`src/rtl/demux_sched.sv`:
```
// demux_sched: sequences the 1-to-8 demux select/enable lines through the
// channels set in a latched mask, ascending, with a programmable dwell per
// slot and a one-cycle break-before-make gap between slots.
module demux_sched #(
    parameter int unsigned DWELL_W = 8
) (
    input  logic               clk,
    input  logic               rst,
    input  logic               start,
    input  logic               stop,
    input  logic               mode,
    input  logic [7:0]         mask,
    input  logic [DWELL_W-1:0] dwell,
    output logic [2:0]         sel,
    output logic               enable,
    output logic               busy,
    output logic               done,
    output logic               err
);

    localparam logic [1:0] StIdle  = 2'd0;
    localparam logic [1:0] StDwell = 2'd1;
    localparam logic [1:0] StGap   = 2'd2;

    logic [1:0]         state_q, state_d;
    logic [DWELL_W-1:0] cnt_q, cnt_d;
    logic [7:0]         mask_q, mask_d;
    logic [DWELL_W-1:0] dwell_q, dwell_d;
    logic               mode_q, mode_d;
    logic [2:0]         sel_q, sel_d;
    logic               enable_q, enable_d;
    logic               busy_q, busy_d;
    logic               done_q, done_d;
    logic               err_q, err_d;

    logic               next_found;
    logic [2:0]         next_ch;

    // Index of the lowest set bit; 0 when no bit is set.
    function automatic logic [2:0] lowest_set(input logic [7:0] m);
        logic [2:0] r;
        r = 3'd0;
        for (int i = 7; i >= 0; i--) begin
            if (m[i]) r = 3'(i);
        end
        return r;
    endfunction

    // Lowest enabled channel strictly above the current select (none = wrap point).
    always_comb begin
        next_found = 1'b0;
        next_ch    = 3'd0;
        for (int i = 7; i >= 0; i--) begin
            if (mask_q[i] && (i > int'(sel_q))) begin
                next_found = 1'b1;
                next_ch    = 3'(i);
            end
        end
    end

    // Next-state and registered-output logic.
    always_comb begin
        state_d  = state_q;
        cnt_d    = cnt_q;
        mask_d   = mask_q;
        dwell_d  = dwell_q;
        mode_d   = mode_q;
        sel_d    = sel_q;
        enable_d = enable_q;
        busy_d   = busy_q;
        done_d   = 1'b0;
        err_d    = 1'b0;

        unique case (state_q)
            StIdle: begin
                // stop takes priority over start, including suppressing err
                if (start && !stop) begin
                    if (mask != 8'd0) begin
                        mask_d   = mask;
                        dwell_d  = dwell;
                        mode_d   = mode;
                        sel_d    = lowest_set(mask);
                        enable_d = 1'b1;
                        busy_d   = 1'b1;
                        cnt_d    = '0;
                        state_d  = StDwell;
                    end else begin
                        err_d = 1'b1;
                    end
                end
            end
            StDwell: begin
                if (stop) begin
                    enable_d = 1'b0;
                    busy_d   = 1'b0;
                    state_d  = StIdle;
                end else if (cnt_q == dwell_q) begin
                    // compare before increment so dwell at max never wraps early
                    enable_d = 1'b0;
                    if (next_found) begin
                        sel_d   = next_ch;
                        state_d = StGap;
                    end else if (!mode_q) begin
                        busy_d  = 1'b0;
                        done_d  = 1'b1;
                        state_d = StIdle;
                    end else begin
                        sel_d   = lowest_set(mask_q);
                        done_d  = 1'b1;
                        state_d = StGap;
                    end
                end else begin
                    cnt_d = cnt_q + DWELL_W'(1);
                end
            end
            StGap: begin
                if (stop) begin
                    enable_d = 1'b0;
                    busy_d   = 1'b0;
                    state_d  = StIdle;
                end else begin
                    enable_d = 1'b1;
                    cnt_d    = '0;
                    state_d  = StDwell;
                end
            end
            default: begin
                enable_d = 1'b0;
                busy_d   = 1'b0;
                state_d  = StIdle;
            end
        endcase
    end

    // State and output registers with asynchronous reset.
    always_ff @(posedge clk or posedge rst) begin
        if (rst) begin
            state_q  <= StIdle;
            cnt_q    <= '0;
            mask_q   <= '0;
            dwell_q  <= '0;
            mode_q   <= 1'b0;
            sel_q    <= 3'd0;
            enable_q <= 1'b0;
            busy_q   <= 1'b0;
            done_q   <= 1'b0;
            err_q    <= 1'b0;
        end else begin
            state_q  <= state_d;
            cnt_q    <= cnt_d;
            mask_q   <= mask_d;
            dwell_q  <= dwell_d;
            mode_q   <= mode_d;
            sel_q    <= sel_d;
            enable_q <= enable_d;
            busy_q   <= busy_d;
            done_q   <= done_d;
            err_q    <= err_d;
        end
    end

    assign sel    = sel_q;
    assign enable = enable_q;
    assign busy   = busy_q;
    assign done   = done_q;
    assign err    = err_q;

endmodule

```
`config.mk`:
```
export PLATFORM = sky130hd
export DESIGN_NAME = demux_sched
export DESIGN_NICKNAME = d
export VERILOG_FILES = /design/src/rtl/demux_sched.sv
export SDC_FILE = /design/constraint.sdc
export NUM_CORES = 1
export LEC_CHECK = 0
export BUFFER_PORTS_ARGS = -buffer_cell sky130_fd_sc_hd__buf_2
export CORE_UTILIZATION = 56
export DETAILED_ROUTE_END_ITERATION = 7
export PLACE_DENSITY = 0.9
export REMOVE_ABC_BUFFERS = 1
export SYNTH_ARGS = -nofsm -noshare
export SYNTH_HDL_FRONTEND = slang
export SYNTH_SLANG_ARGS = --single-unit
```
`constraint.sdc`:
```
create_clock -name clk -period 2.2 [get_ports clk]
set_clock_uncertainty 0.15 [all_clocks]
set_input_delay 0.11 -clock clk [delete_from_list [all_inputs] [get_ports clk]]
set_output_delay 0.11 -clock clk [all_outputs]
set_load 0.05 [all_outputs]
```
======== Word-level counts from Yosys, hierarchy flattened ========
Cells that the tools add are included.
storage, ports and cells
  word-level logic and storage cells ...... 120
  output and inout bits ................... 7
  input bits .............................. 21
  register bits after elaboration ......... 34
cells by class
  add/subtract/negate cells ............... 1
  equality and inequality tests ........... 14
  reductions and logical operators ........ 18
  multiplexer cells ....................... 70
  order comparisons ....................... 7
operators with widths
  operator                                                              number
  3-bit two-way mux                                                     29
  8-bit two-way mux                                                     5
  1-bit two-way mux                                                     25
  8-bit one-hot mux with 3 select lines                                 1
  6-bit AND reduction                                                   3
  2-bit != test (second input constant)                                 7
  3-bit > comparator (first input constant)                             4
  2-bit two-way mux                                                     6
  3-bit != test (second input constant)                                 4
  8-bit by 1-bit adder with 8-bit output (second input constant)        1
  8-bit == test                                                         1
  1-bit logical AND                                                     8
  8-bit nonzero test                                                    1
  2-bit by 3-bit > comparator with 1-bit output (first input constant)  2
  1-bit one-hot mux with 3 select lines                                 2
  2-bit one-hot mux with 3 select lines                                 1
  3-bit one-hot mux with 2 select lines                                 1
  3-bit AND reduction                                                   2
  1-bit by 3-bit > comparator with 1-bit output (first input constant)  1
  3-bit nonzero test                                                    1
  2-bit by 1-bit == test with 1-bit output (second input constant)      1
  2-bit == test (second input constant)                                 1
  2-bit zero test                                                       1
  2-bit nonzero test                                                    1
  1-bit zero test                                                       1

======== Depth between registers and ports, before layout ========
  depth in word-level cells ............... 13
  gate-level depth with buffers ........... 7
  depth with buffers taken out ............ 6

======== Worst setup path before layout ========
No wires, ideal clock.
  kind .................................... register to register
  from .................................... register sel_q[2] (netlist: sel[2])
  to ...................................... register sel_q[0] (netlist: sel[0])
  period minus slack after synthesis ...... 2174 ps
  setup slack ............................. 26 ps
  stages on the path, launching flop included .. 7
  arrival time ............................ 1899 ps
  cell sequence ........................... dfrtp_1 o21ai_0 o21ai_1 nand4_1 o21bai_2 o2bb2ai_2 mux2_4
between the ends
  longest elaborated chain between the ends .. 13
  elaborated cells on any way between the ends .. 34
  classes of those cells .................. order compare (7); eq/ne (1); mux (18); reduce/logical (8)
ends and longest elaborated chain
  what                                                                  line  RTL
  from (decl)                                                           30    logic [2:0] sel_q, sel_d;
  from (signal assigned)                                                154   sel_q <= sel_d;
  3-bit > comparator                                                    54    if (mask_q[i] && (i > int'(sel_q))) begin
  1-bit logical AND                                                     54
  3-bit two-way mux or 1-bit two-way mux (tied branches) (7 in series)  54
  3-bit two-way mux                                                     100   if (next_found) begin
  3-bit two-way mux                                                     97    end else if (cnt_q == dwell_q) begin
  3-bit two-way mux                                                     93    if (stop) begin
  3-bit one-hot mux with 2 select lines                                 74    unique case (state_q)
Several ways; a longest one is shown, not always the timed one. The select of a mux whose other input is x is not followed.
A chain may end at the register's enable or synchronous reset.

======== Final worst setup path ========
  from .................................... input port mask[4]
  to ...................................... register sel_q[2] (netlist: sel[2])
between the ends
  longest elaborated chain between the ends .. 8
  elaborated cells on any way between the ends .. 11
  classes of those cells .................. eq/ne (1); mux (8); reduce/logical (2)
ends and longest elaborated chain
  what                                   line  RTL
  from (decl)                            12    input logic [7:0] mask,
  3-bit two-way mux (5 in series)        44    if (m[i]) r = 3'(i);
  3-bit two-way mux                      78    if (mask != 8'd0) begin
  3-bit two-way mux                      77    if (start && !stop) begin
  3-bit one-hot mux with 2 select lines  74
Several ways; a longest one is shown, not always the timed one. The select of a mux whose other input is x is not followed.

==> reports/results.txt <==
Commonest cells after routing, fill and taps aside - dfrtp_1, buf_2, nor2_1, dlygate4sd3_1, buf_4
Outcome - complete, no violations
Async set or reset register ratio after synthesis - 1.00
Ports - 28
Hpwl dp - 2880 µm
Initial Util - 0.593
Worst Tran Pin Value - 496 ps
Primary FF master, synth - dfrtp_1
CP required - 2280 ps
Commonest non-fill, non-tap cell in the layout - dfrtp_1
Mapped cell area - 1830 µm²
Overall routing resource usage - 0.312
DR vias/cell - 5.67
Post-route cell area - 2470 µm²
Static Leak - 1.15 nW
Hold Crit Class - in -> async
Sinks on Clock Net - 34
Drt initial violations - 106
Avg Cell Area, Syn - 10.4 µm²
IO buf count - 27
NumNets Final - 264
Slew Viols, Final - 0
First-pass GRT wire length - 7830 µm
WL/cell - 16.8 µm
Worst r2r src - cnt_q[5]$_DFFE_PP0P_
Dpl cell area - 2110 µm²
Fin. Hold Viols - 0
Initial antenna violation count - 0
Fin worst setup slack - 86.0 ps
DRC viols - 0
Power density over the cells - 977 nW/µm²
DIE HEIGHT - 59.1 µm
Grt ovf - 0
Clock root buffer - clkbuf_4
Setup CP Type - in -> reg
Synth area leaders - dfrtp_1, mux2_2, xor2_1
Tmin final - 2110 ps
Max cap viols - 0
Final setup fails - 0
# fillers - 188
Via count - 1,627
DIE AREA - 3490 µm²
CP arrival - 2200 ps
Register area share after synthesis - 0.466
Final Cycle Share - 0.961
CTS tree - built
Yosys top cell area share - 0.466
Clock Path Buffers - 2
Non-Filler Instances - 287
Drt first pass iters - 5
Setup slack after placement - -251 ps
Crit Path Max Fanout - 7
Post CTS Setup Buffer Count - 0
Die X - 59.1 µm
Core area - 3080 µm²
Clk Latency, worst-skew pair - 340 ps
Post-synthesis cell count - 175
Area Growth Syn to Fin - 35.5%
Post-synth EDFFs - 0
Critical Path End Type - flip-flop
Fraction of layout cells with a size suffix above 1 - 0.313
CTS clk-pin slew, worst paths - 110 ps
Depth of the most critical reg-to-reg path - 6
Placer Congestion - 0.918
Row cnt - 20
CTS H-tree depth - 2
N_diodes - 0
Largest net degree at the start of global routing - 35
Flop-to-flop setup slack - 110 ps
Fmax - 473 MHz
Synthesis Warnings - 0
Critical Path Start Type - input port
Vias in the first global route - 1,706
Post-placement cell count - 258
Count of different cell masters after synthesis - 41
Post-route ant nets - 0
Register bit total from synthesis - 34
Max IR drop VDD - 647 µV
Slew margin rel. - 0.667
R2R Path End - cnt_q[5]$_DFFE_PP0P_
Final Core Density - 0.804
Total CTS buffers - 5
Largest area contributor in the netlist - dfrtp_1
WL final - 4830 µm
-- metal layers --
layer,global-route usage,routed length (µm),vias to the layer above
met2,0.554,2570,63
met3,0.0699,200,10
met1,0.357,1970,793
met4,0.139,84,0
li1,-,-,761
met5,0,0,-
-- kinds of logic after synthesis --
kind of cell    Yosys count  share of synthesized area
simple gates             66                      0.182
flops                    34                      0.466
fa+ha+maj                 1                    0.00685
compound gates           31                      0.119
buf+inv                   8                     0.0233
mux                      21                      0.136
xor+xnor                 14                     0.0672
-- sequential cells by signal, summed over array words and instances (netlist names) --
name / cells
cnt_q: 8
dwell_q: 8
mask_q: 8
sel: 3
state_q: 2
busy: 1
done: 1
enable: 1
err: 1
mode_q: 1
-- worst max path at each step --
stage / from / endpoint / cells after the start
2_1_floorplan: state_q[0]$_DFFE_PP0P_ / sel[0]$_DFFE_PP0P_ / 5
3_3_place_gp: cnt_q[5]$_DFFE_PP0P_ / cnt_q[6]$_DFFE_PP0P_ / 6
3_5_place_dp: cnt_q[5]$_DFFE_PP0P_ / cnt_q[5]$_DFFE_PP0P_ / 6
4_1_cts: cnt_q[5]$_DFFE_PP0P_ / sel[2]$_DFFE_PP0P_ / 6
5_1_grt: cnt_q[4]$_DFFE_PP0P_ / cnt_q[5]$_DFFE_PP0P_ / 6
6_report: mask[4] / sel[2]$_DFFE_PP0P_ / 7
-- where the power goes --
part           internal (mW)  switching, mW
sequential             0.761          0.153
combinational          0.382          0.518
clock                  0.385          0.217
-- through the flow --
step	TNS, ps	total power, mW	hold slack [ps]
2_1_floorplan	-2870	1.46	32.3
3_5_place_dp	-1500	1.70	69.0
5_1_grt	-15.8	2.55	302
6_report	0	2.42	278
3_3_place_gp	-715	1.67	68.7
4_1_cts	0	2.34	234
-- synthesized netlist by cell type, types with 2 or more instances --
cell type / n
inv_1: 5
nor4_2: 2
o21ai_1: 2
nor4_1: 4
dfrtp_1: 34
nand4_1: 4
nor2b_1: 5
and3_1: 2
mux2_4: 3
o21ai_0: 8
a21oi_1: 6
xor2_1: 14
nand2_1: 13
a22o_1: 2
nor2_1: 23
mux2_1: 7
nor3_1: 5
nand2b_1: 3
mux2_2: 11
-- critical path, stage by stage --
cell           delay [ps]
dlygate4sd3_1         540
buf_2                 150
nor4_2                500
a21oi_2               140
buf_4                 190
o2bb2ai_2             240
mux2_4                330
-- layout make-up --
| cell class | count | area, µm² | area share |
|---|---|---|---|
| clock buffer | 6 | 51.3 | 0.0207 |
| inverter | 5 | 18.8 | 0.00759 |
| tap | 44 | 55.1 | 0.0223 |
| sequential | 34 | 852 | 0.344 |
| timing repair buffer | 63 | 458 | 0.185 |
| clock inverter | 2 | 60.1 | 0.0243 |
| multi-input combinational | 133 | 978 | 0.396 |
-- timing repair --
action	in CTS	in global routing
cloned	0	0
endpoints found under the hold margin	54	0
hold buffers	21	0
endpoints found under the setup margin	10	6
resized for setup	2	5
Note: power is estimated with default switching activity, not from simulation.
